## src/rtl/cal_pkg.sv

```systemverilog
// Shared constants, FSM state type and packed-BCD helpers for the calendar counter.
package cal_pkg;

    typedef enum logic {StRun = 1'b0, StSet = 1'b1} mode_e;

    localparam logic [1:0] FLD_0 = 2'b00;
    localparam logic [1:0] FLD_1 = 2'b01;
    localparam logic [1:0] FLD_2 = 2'b10;

    localparam logic [7:0] SEC_MAX  = 8'h59;
    localparam logic [7:0] HOUR_MAX = 8'h23;
    localparam logic [7:0] MON_MAX  = 8'h12;

    localparam logic [7:0] RST_TIME = 8'h00;
    localparam logic [7:0] RST_DATE = 8'h01;

    function automatic logic [7:0] bcd_inc_wrap(input logic [7:0] v, input logic [7:0] max,
                                                input logic [7:0] min);
        if (v == max) return min;
        if (v[3:0] == 4'h9) return {v[7:4] + 4'h1, 4'h0};
        return v + 8'h01;
    endfunction

    function automatic logic [7:0] bcd_dec_wrap(input logic [7:0] v, input logic [7:0] max,
                                                input logic [7:0] min);
        if (v == min) return max;
        if (v[3:0] == 4'h0) return {v[7:4] - 4'h1, 4'h9};
        return v - 8'h01;
    endfunction

    function automatic logic [15:0] bcd16_inc(input logic [15:0] y);
        logic [15:0] r;
        logic        c;
        r = y;
        c = 1'b1;
        for (int i = 0; i < 4; i++) begin
            if (c) begin
                if (r[4*i +: 4] == 4'h9) r[4*i +: 4] = 4'h0;
                else begin
                    r[4*i +: 4] = r[4*i +: 4] + 4'h1;
                    c = 1'b0;
                end
            end
        end
        return r;
    endfunction

    function automatic logic [15:0] bcd16_dec(input logic [15:0] y);
        logic [15:0] r;
        logic        b;
        r = y;
        b = 1'b1;
        for (int i = 0; i < 4; i++) begin
            if (b) begin
                if (r[4*i +: 4] == 4'h0) r[4*i +: 4] = 4'h9;
                else begin
                    r[4*i +: 4] = r[4*i +: 4] - 4'h1;
                    b = 1'b0;
                end
            end
        end
        return r;
    endfunction

    // A BCD pair is a multiple of 4 when (tens even, ones 0/4/8) or (tens odd, ones 2/6).
    function automatic logic bcd_div4(input logic [7:0] p);
        if (!p[4]) return (p[3:0] == 4'h0) || (p[3:0] == 4'h4) || (p[3:0] == 4'h8);
        return (p[3:0] == 4'h2) || (p[3:0] == 4'h6);
    endfunction

    // Century years are leap only when the century pair itself is a multiple of 4.
    function automatic logic bcd_is_leap(input logic [15:0] y);
        if (y[7:0] == 8'h00) return bcd_div4(y[15:8]);
        return bcd_div4(y[7:0]);
    endfunction

    function automatic logic [7:0] days_in_month(input logic [7:0] mo, input logic [15:0] y);
        case (mo)
            8'h02:                     return bcd_is_leap(y) ? 8'h29 : 8'h28;
            8'h04, 8'h06, 8'h09, 8'h11: return 8'h30;
            default:                   return 8'h31;
        endcase
    endfunction

endpackage

```

## src/rtl/sec_tick_gen.sv

```systemverilog
// Divides the board clock to a one-cycle tick every CLK_HZ cycles; clr holds the count at zero.
module sec_tick_gen #(
    parameter int unsigned CLK_HZ = 50000000
) (
    input  logic clk,
    input  logic rst,
    input  logic clr,
    output logic tick
);
    localparam int unsigned   CW   = (CLK_HZ > 1) ? $clog2(CLK_HZ) : 1;
    localparam logic [CW-1:0] LAST = CW'(CLK_HZ - 1);

    logic [CW-1:0] cnt_q;

    assign tick = !clr && (cnt_q == LAST);

    always_ff @(posedge clk) begin
        if (rst || clr)          cnt_q <= '0;
        else if (cnt_q == LAST)  cnt_q <= '0;
        else                     cnt_q <= cnt_q + CW'(1);
    end

endmodule

```

## src/rtl/bcd_calendar_counter.sv

```systemverilog
// BCD time/date counter with Gregorian leap years and a run/set editing FSM.
// Define BTN_DEC_EN to add a btn_dec input that decrements the selected field.
module bcd_calendar_counter
    import cal_pkg::*;
#(
    parameter int unsigned CLK_HZ   = 50000000,
    parameter logic [15:0] RST_YEAR = 16'h2000
) (
    input  logic        clk,
    input  logic        rst,
    input  logic        btn_view,
    input  logic        btn_mode,
    input  logic        btn_sel,
    input  logic        btn_inc,
`ifdef BTN_DEC_EN
    input  logic        btn_dec,
`endif
    output logic        smh_dmy,
    output logic        dem_chinh,
    output logic [1:0]  blink_led,
    output logic [7:0]  bcd_ss,
    output logic [7:0]  bcd_mm,
    output logic [7:0]  bcd_hh,
    output logic [7:0]  bcd_dd,
    output logic [7:0]  bcd_mo,
    output logic [15:0] bcd_yyyy
);
    mode_e       state_q, state_d;
    logic        view_q, view_d;
    logic [1:0]  blink_q, blink_d;
    logic [7:0]  ss_q, ss_d, mm_q, mm_d, hh_q, hh_d, dd_q, dd_d, mo_q, mo_d;
    logic [15:0] yyyy_q, yyyy_d;
    logic [7:0]  dim_cur, dim_new;
    logic        tick;

    sec_tick_gen #(.CLK_HZ(CLK_HZ)) u_tick (
        .clk  (clk),
        .rst  (rst),
        .clr  (state_q == StSet),
        .tick (tick)
    );

    assign dim_cur = days_in_month(mo_q, yyyy_q);

    always_comb begin
        state_d = state_q;
        view_d  = view_q ^ btn_view;
        blink_d = blink_q;
        ss_d    = ss_q;
        mm_d    = mm_q;
        hh_d    = hh_q;
        dd_d    = dd_q;
        mo_d    = mo_q;
        yyyy_d  = yyyy_q;
        case (state_q)
            StRun: begin
                if (btn_mode) begin
                    state_d = StSet;
                    blink_d = FLD_0;
                end else if (tick) begin
                    ss_d = bcd_inc_wrap(ss_q, SEC_MAX, 8'h00);
                    if (ss_q == SEC_MAX) begin
                        mm_d = bcd_inc_wrap(mm_q, SEC_MAX, 8'h00);
                        if (mm_q == SEC_MAX) begin
                            hh_d = bcd_inc_wrap(hh_q, HOUR_MAX, 8'h00);
                            if (hh_q == HOUR_MAX) begin
                                dd_d = bcd_inc_wrap(dd_q, dim_cur, 8'h01);
                                if (dd_q == dim_cur) begin
                                    mo_d = bcd_inc_wrap(mo_q, MON_MAX, 8'h01);
                                    if (mo_q == MON_MAX) yyyy_d = bcd16_inc(yyyy_q);
                                end
                            end
                        end
                    end
                end
            end
            StSet: begin
                if (btn_mode) begin
                    state_d = StRun;
                end else if (btn_sel) begin
                    blink_d = (blink_q == FLD_2) ? FLD_0 : blink_q + 2'd1;
                end else if (btn_inc) begin
                    case ({view_q, blink_q})
                        {1'b0, FLD_0}: ss_d   = bcd_inc_wrap(ss_q, SEC_MAX, 8'h00);
                        {1'b0, FLD_1}: mm_d   = bcd_inc_wrap(mm_q, SEC_MAX, 8'h00);
                        {1'b0, FLD_2}: hh_d   = bcd_inc_wrap(hh_q, HOUR_MAX, 8'h00);
                        {1'b1, FLD_0}: yyyy_d = bcd16_inc(yyyy_q);
                        {1'b1, FLD_1}: mo_d   = bcd_inc_wrap(mo_q, MON_MAX, 8'h01);
                        {1'b1, FLD_2}: dd_d   = bcd_inc_wrap(dd_q, dim_cur, 8'h01);
                        default: ;
                    endcase
`ifdef BTN_DEC_EN
                end else if (btn_dec) begin
                    case ({view_q, blink_q})
                        {1'b0, FLD_0}: ss_d   = bcd_dec_wrap(ss_q, SEC_MAX, 8'h00);
                        {1'b0, FLD_1}: mm_d   = bcd_dec_wrap(mm_q, SEC_MAX, 8'h00);
                        {1'b0, FLD_2}: hh_d   = bcd_dec_wrap(hh_q, HOUR_MAX, 8'h00);
                        {1'b1, FLD_0}: yyyy_d = bcd16_dec(yyyy_q);
                        {1'b1, FLD_1}: mo_d   = bcd_dec_wrap(mo_q, MON_MAX, 8'h01);
                        {1'b1, FLD_2}: dd_d   = bcd_dec_wrap(dd_q, dim_cur, 8'h01);
                        default: ;
                    endcase
`endif
                end
            end
            default: state_d = StRun;
        endcase
        // Month/year edits can shrink the month under the current day.
        dim_new = days_in_month(mo_d, yyyy_d);
        if (dd_d > dim_new) dd_d = dim_new;
    end

    always_ff @(posedge clk) begin
        if (rst) begin
            state_q <= StRun;
            view_q  <= 1'b0;
            blink_q <= FLD_0;
            ss_q    <= RST_TIME;
            mm_q    <= RST_TIME;
            hh_q    <= RST_TIME;
            dd_q    <= RST_DATE;
            mo_q    <= RST_DATE;
            yyyy_q  <= RST_YEAR;
        end else begin
            state_q <= state_d;
            view_q  <= view_d;
            blink_q <= blink_d;
            ss_q    <= ss_d;
            mm_q    <= mm_d;
            hh_q    <= hh_d;
            dd_q    <= dd_d;
            mo_q    <= mo_d;
            yyyy_q  <= yyyy_d;
        end
    end

    assign smh_dmy   = view_q;
    assign dem_chinh = (state_q == StSet);
    assign blink_led = blink_q;
    assign bcd_ss    = ss_q;
    assign bcd_mm    = mm_q;
    assign bcd_hh    = hh_q;
    assign bcd_dd    = dd_q;
    assign bcd_mo    = mo_q;
    assign bcd_yyyy  = yyyy_q;

endmodule

```

## config.mk

```make
export PLATFORM = sky130hd
export DESIGN_NAME = bcd_calendar_counter
export DESIGN_NICKNAME = d
export VERILOG_FILES = /design/src/rtl/cal_pkg.sv /design/src/rtl/sec_tick_gen.sv /design/src/rtl/bcd_calendar_counter.sv
export SDC_FILE = /design/constraint.sdc
export NUM_CORES = 1
export LEC_CHECK = 0
export ABC_AREA = 1
export CAP_MARGIN = 15
export CORE_MARGIN = 2
export CORE_UTILIZATION = 45
export DETAILED_ROUTE_END_ITERATION = 12
export PLACE_DENSITY = 0.66
export SLEW_MARGIN = 20
export SYNTH_ARGS = -nofsm -noshare
export SYNTH_HDL_FRONTEND = slang
export SYNTH_SLANG_ARGS = --single-unit
```

## constraint.sdc

```tcl
create_clock -name clk -period 4.03 [get_ports clk]
set_clock_uncertainty 0.15 [all_clocks]
set_input_delay 0.6045 -clock clk [delete_from_list [all_inputs] [get_ports clk]]
set_output_delay 0.6045 -clock clk [all_outputs]
set_load 0.01 [all_outputs]
```

==> results summary <==
The run finished with clean final reports. The most common cell in the synthesized netlist is nand2_1. The floorplan has 40 rows. In this run the clock root is driven by a clkbuf_16. The largest individual stage delay along the critical path comes from the cell dfxtp_1. The TritonCTS sink count is 86.

The power spent charging and discharging nets is 0.535 mW. The area growth from synthesis to layout is 30.5%. The mean area per synthesized cell came out at 6.50 um2.

The post-synthesis instance area is 5660 um2. 66 I/O pins were placed. The overflow left after global routing came out at 0.

The post-detailed-placement cell area came out at 6770 um2. The maximum vdd drop came out at 0.324 mV. Per report_power, the clock group accounts for 44.1% of the total. The filler cell count in the final layout is 1,129. Per report_power, the combinational group accounts for 13.0% of the total. The arrival time of data at the critical path endpoint is 3.95 ns. Setup violations remaining at the end of the flow were counted as 0. The sum of met2 wire segment lengths after detailed routing came out at 6.49 mm.

The number of synthesized flops with an enable pin is 0. Per report_power, the sequential group accounts for 43.0% of the total. The proportion of netlist area held by the largest area contributor is 30.4%. The design draws 2.07 mW. The total of buffers placed on input and output ports came out at 65. The largest fanout on the critical path is 7. The post-route netlist has 15.7% of its cells at a drive strength greater than 1. For this run, the number of Yosys warnings is 0.

The width of the die is 116 um. The post-cts hold buffer count is 0. The number of H-tree branching levels came out at 3.

The register bit total from synthesis is 86. Using the TritonRoute via totals, the vias-per-cell ratio works out to 5.08. The net count reported at finish is 1,012. The synthesized instance count came out at 871. The worst setup path is launched from a register. Sorting the synthesized cells by area gives the leading types as dfxtp_1 (30%), nand2_1 (10%), inv_1 (9.0%), nor2_1 (7.8%), nand3_1 (6.2%). The peak clock frequency supported by timing is 0.263 GHz. In the synthesized netlist the dominant register cell turns out to be dfxtp_1.

The worst setup path is of the register to register kind. The largest stage delay on the critical path came out at 0.38 ns. The worst path required time is 4.18 ns.

The TritonCTS clock tree is built. The final-layout setup total negative slack is 0 ns. In this run the power density over the cells is 280 nW/um2.

The worst-case register-to-register setup slack came out at 0.23 ns. The area of all placed cells without fillers came out at 7380 um2. The number of cell instances on the worst register-to-register path is 28. The maximum number of pins on one net before global-route repair came out at 34. The register area share after synthesis is 30.4%.

Sorting the synthesized cells by how often they occur yields nand2_1 (153), inv_1 (136), nor2_1 (117), dfxtp_1 (86), nand3_1 (70). The number of max-cap violations came out at 0. The standby leakage power is 3.13 nW. The number of buffers and inverters on the critical path came out at 7.

The switching portion of total power came out at 25.9%. The number of clock buffers inserted by TritonCTS came out at 9. For hold timing, the worst endpoint is u_tick.cnt_q[0]. The number of slew-limit violations in the final report is 0.

For this block, the routed nets add up to 14.5 mm of wire. After detailed routing, no signal wire sits above met4. Summed over all instances, the cell type with the most area after synthesis is dfxtp_1. The cell internal power dissipation came out at 1.53 mW. The clock-pin slew on the worst setup and hold paths came out at 0.06 ns. The count of endpoints failing hold in the final timing report came out at 0. Counting instances, the worst hold path has a depth of 1. The via count of the first global-routing pass came out at 5,130. The worst slew margin relative to its limit came out at 43.9%.

In this run the most critical hold path is launched from u_tick.cnt_q[0]. The total number of vias came out at 5,883. The worst register-to-register path begins at bcd_mo[2]. The number of detailed-routing iterations run before antenna repair came out at 5.

The final cycle utilization of the critical path came out at 94.2%. Once detail routing completed, the nets flagged for antenna violations numbered 0. The worst setup path is captured at a register. The starting DRC count in detailed routing is 409. The met1 wire length is 7.01 mm.

The area inside the core boundary came out at 12,200 um2. The total DRC errors in the routed layout came out at 0. The y dimension of the die came out at 116 um. 0 antenna diodes ended up in the layout.

The async set-reset flop share out of synthesis is 0%. The first global-routing pass estimated 23.7 mm of wire. The worst reg2reg path endpoint is bcd_dd[1].

The clock tree buffer depth came out at 2. Global routing consumed, over all layers together, 22.0% of the routing resources. The later-pin clock latency in the skew report came out at 0.35 ns. Detailed routing placed a total of 905 um of wire on met3.

Dividing the detail-routed wire length by the instance count gives 12.6 um. After layout, the minimum clock period comes to 3.80 ns. The initial antenna violation count is 0. The dominant delay contributor by cell family on the critical path is simple AND/OR/NAND/NOR gates. Counting distinct cell types in the post-synthesis netlist gives 53. The transition time at the pin with the least slew margin came out at 0.839 ns.

The area of the die came out at 13,500 um2. Routability-driven placement finished with a final weighted congestion of 0.894. The initial cell density of the core is 46.5%. The HPWL after detailed placement is 10.4 mm.

The type of the most critical hold path is register to register.
==> power by group through the flow <==
stage | clock network, mW | logic [mW] | registers, mW
floorplan | 0 | 0.154 | 0.908
detailed placement | 0 | 0.247 | 0.906
global placement | 0 | 0.245 | 0.907
CTS | 0.934 | 0.249 | 0.887
global route | 0.966 | 0.300 | 0.890
finish | 0.910 | 0.268 | 0.888
==> sequential cells by signal (all words and copies together) (netlist names) <==
signal	cells
dem_chinh	1
bcd_mo	8
blink_led	2
bcd_mm	8
bcd_hh	8
bcd_dd	8
u_tick.cnt_q	26
smh_dmy	1
bcd_ss	8
bcd_yyyy	16
==> layout make-up <==
class	count	area (um2)	area share [%]
flip-flops and latches	86	1730	23.4
multi-input cells	623	3510	47.5
inverters	146	551	7.46
clock buffers	10	239	3.24
repair buffers	119	1060	14.4
clock inverters	5	83.8	1.14
well taps	168	210	2.85
==> stage by stage <==
| step | instances | util (%) | hold WS (ns) | setup WS, ns |
|---|---|---|---|---|
| finish | 1157 | 60.7 | 0.267 | 0.233 |
| global route | 1157 | 60.7 | 0.291 | -0.0483 |
| CTS | 1147 | 58.3 | 0.303 | 0.0226 |
| detailed placement | 1132 | 55.6 | 0.289 | -0.146 |
| global placement | 1132 | 55.6 | 0.282 | -0.0478 |
| floorplan | 872 | - | 0.268 | 0.384 |
==> repair_timing <==
item	in CTS	in global routing
gates resized for setup	0	63
endpoints found under the setup margin	0	5
hold endpoints to repair	0	0
setup buffers	0	9
==> worst max-delay path by stage <==
stage	from	end	slack [ns]	cells after the start
after floorplan	bcd_hh[0]	bcd_dd[1]	0.38	28
after global placement	btn_inc	bcd_dd[1]	-0.05	27
after detailed placement	btn_inc	bcd_dd[1]	-0.15	27
after CTS	u_tick.cnt_q[0]	bcd_dd[1]	0.02	27
after global routing	bcd_mo[7]	bcd_dd[1]	-0.05	30
final	bcd_mo[2]	bcd_dd[1]	0.23	28
==> placed cells by master (no fill, tap or decap), types with 7 or more instances in the layout <==
cell type          n
nand2_1          144
inv_1            129
nor2_1           108
dfxtp_1           81
nand3_1           66
clkdlybuf4s50_1   65
o21ai_0           54
buf_4             53
a21oi_1           52
nor3_1            21
ha_1              18
nand2_2           15
inv_2             14
nor3b_1           14
nand4_1           13
xor2_1            13
nor2_4             9
o22ai_1            9
clkbuf_16          9
nor2_2             8
a211oi_1           8
nand3_2            7
==> cells by family (layout without fill, tap and decap cells) <==
group	after synthesis	count (layout)	share of synthesized area, %
xor+xnor	19	19	2.94
other cells	1	2	0.0663
simple gates	430	431	35.5
fa+ha+maj	21	21	4.64
compound gates	150	150	15.1
flops	86	86	30.4
buf+inv	164	280	11.3
==> metal layers <==
| layer | up-vias | GRT usage (%) |
|---|---|---|
| met3 | 8 | 6.07 |
| met5 | - | 0 |
| met1 | 2654 | 30.1 |
| met2 | 153 | 34.8 |
| met4 | 0 | 4.76 |
| li1 | 3068 | - |
(Power assumes the default switching activity.)
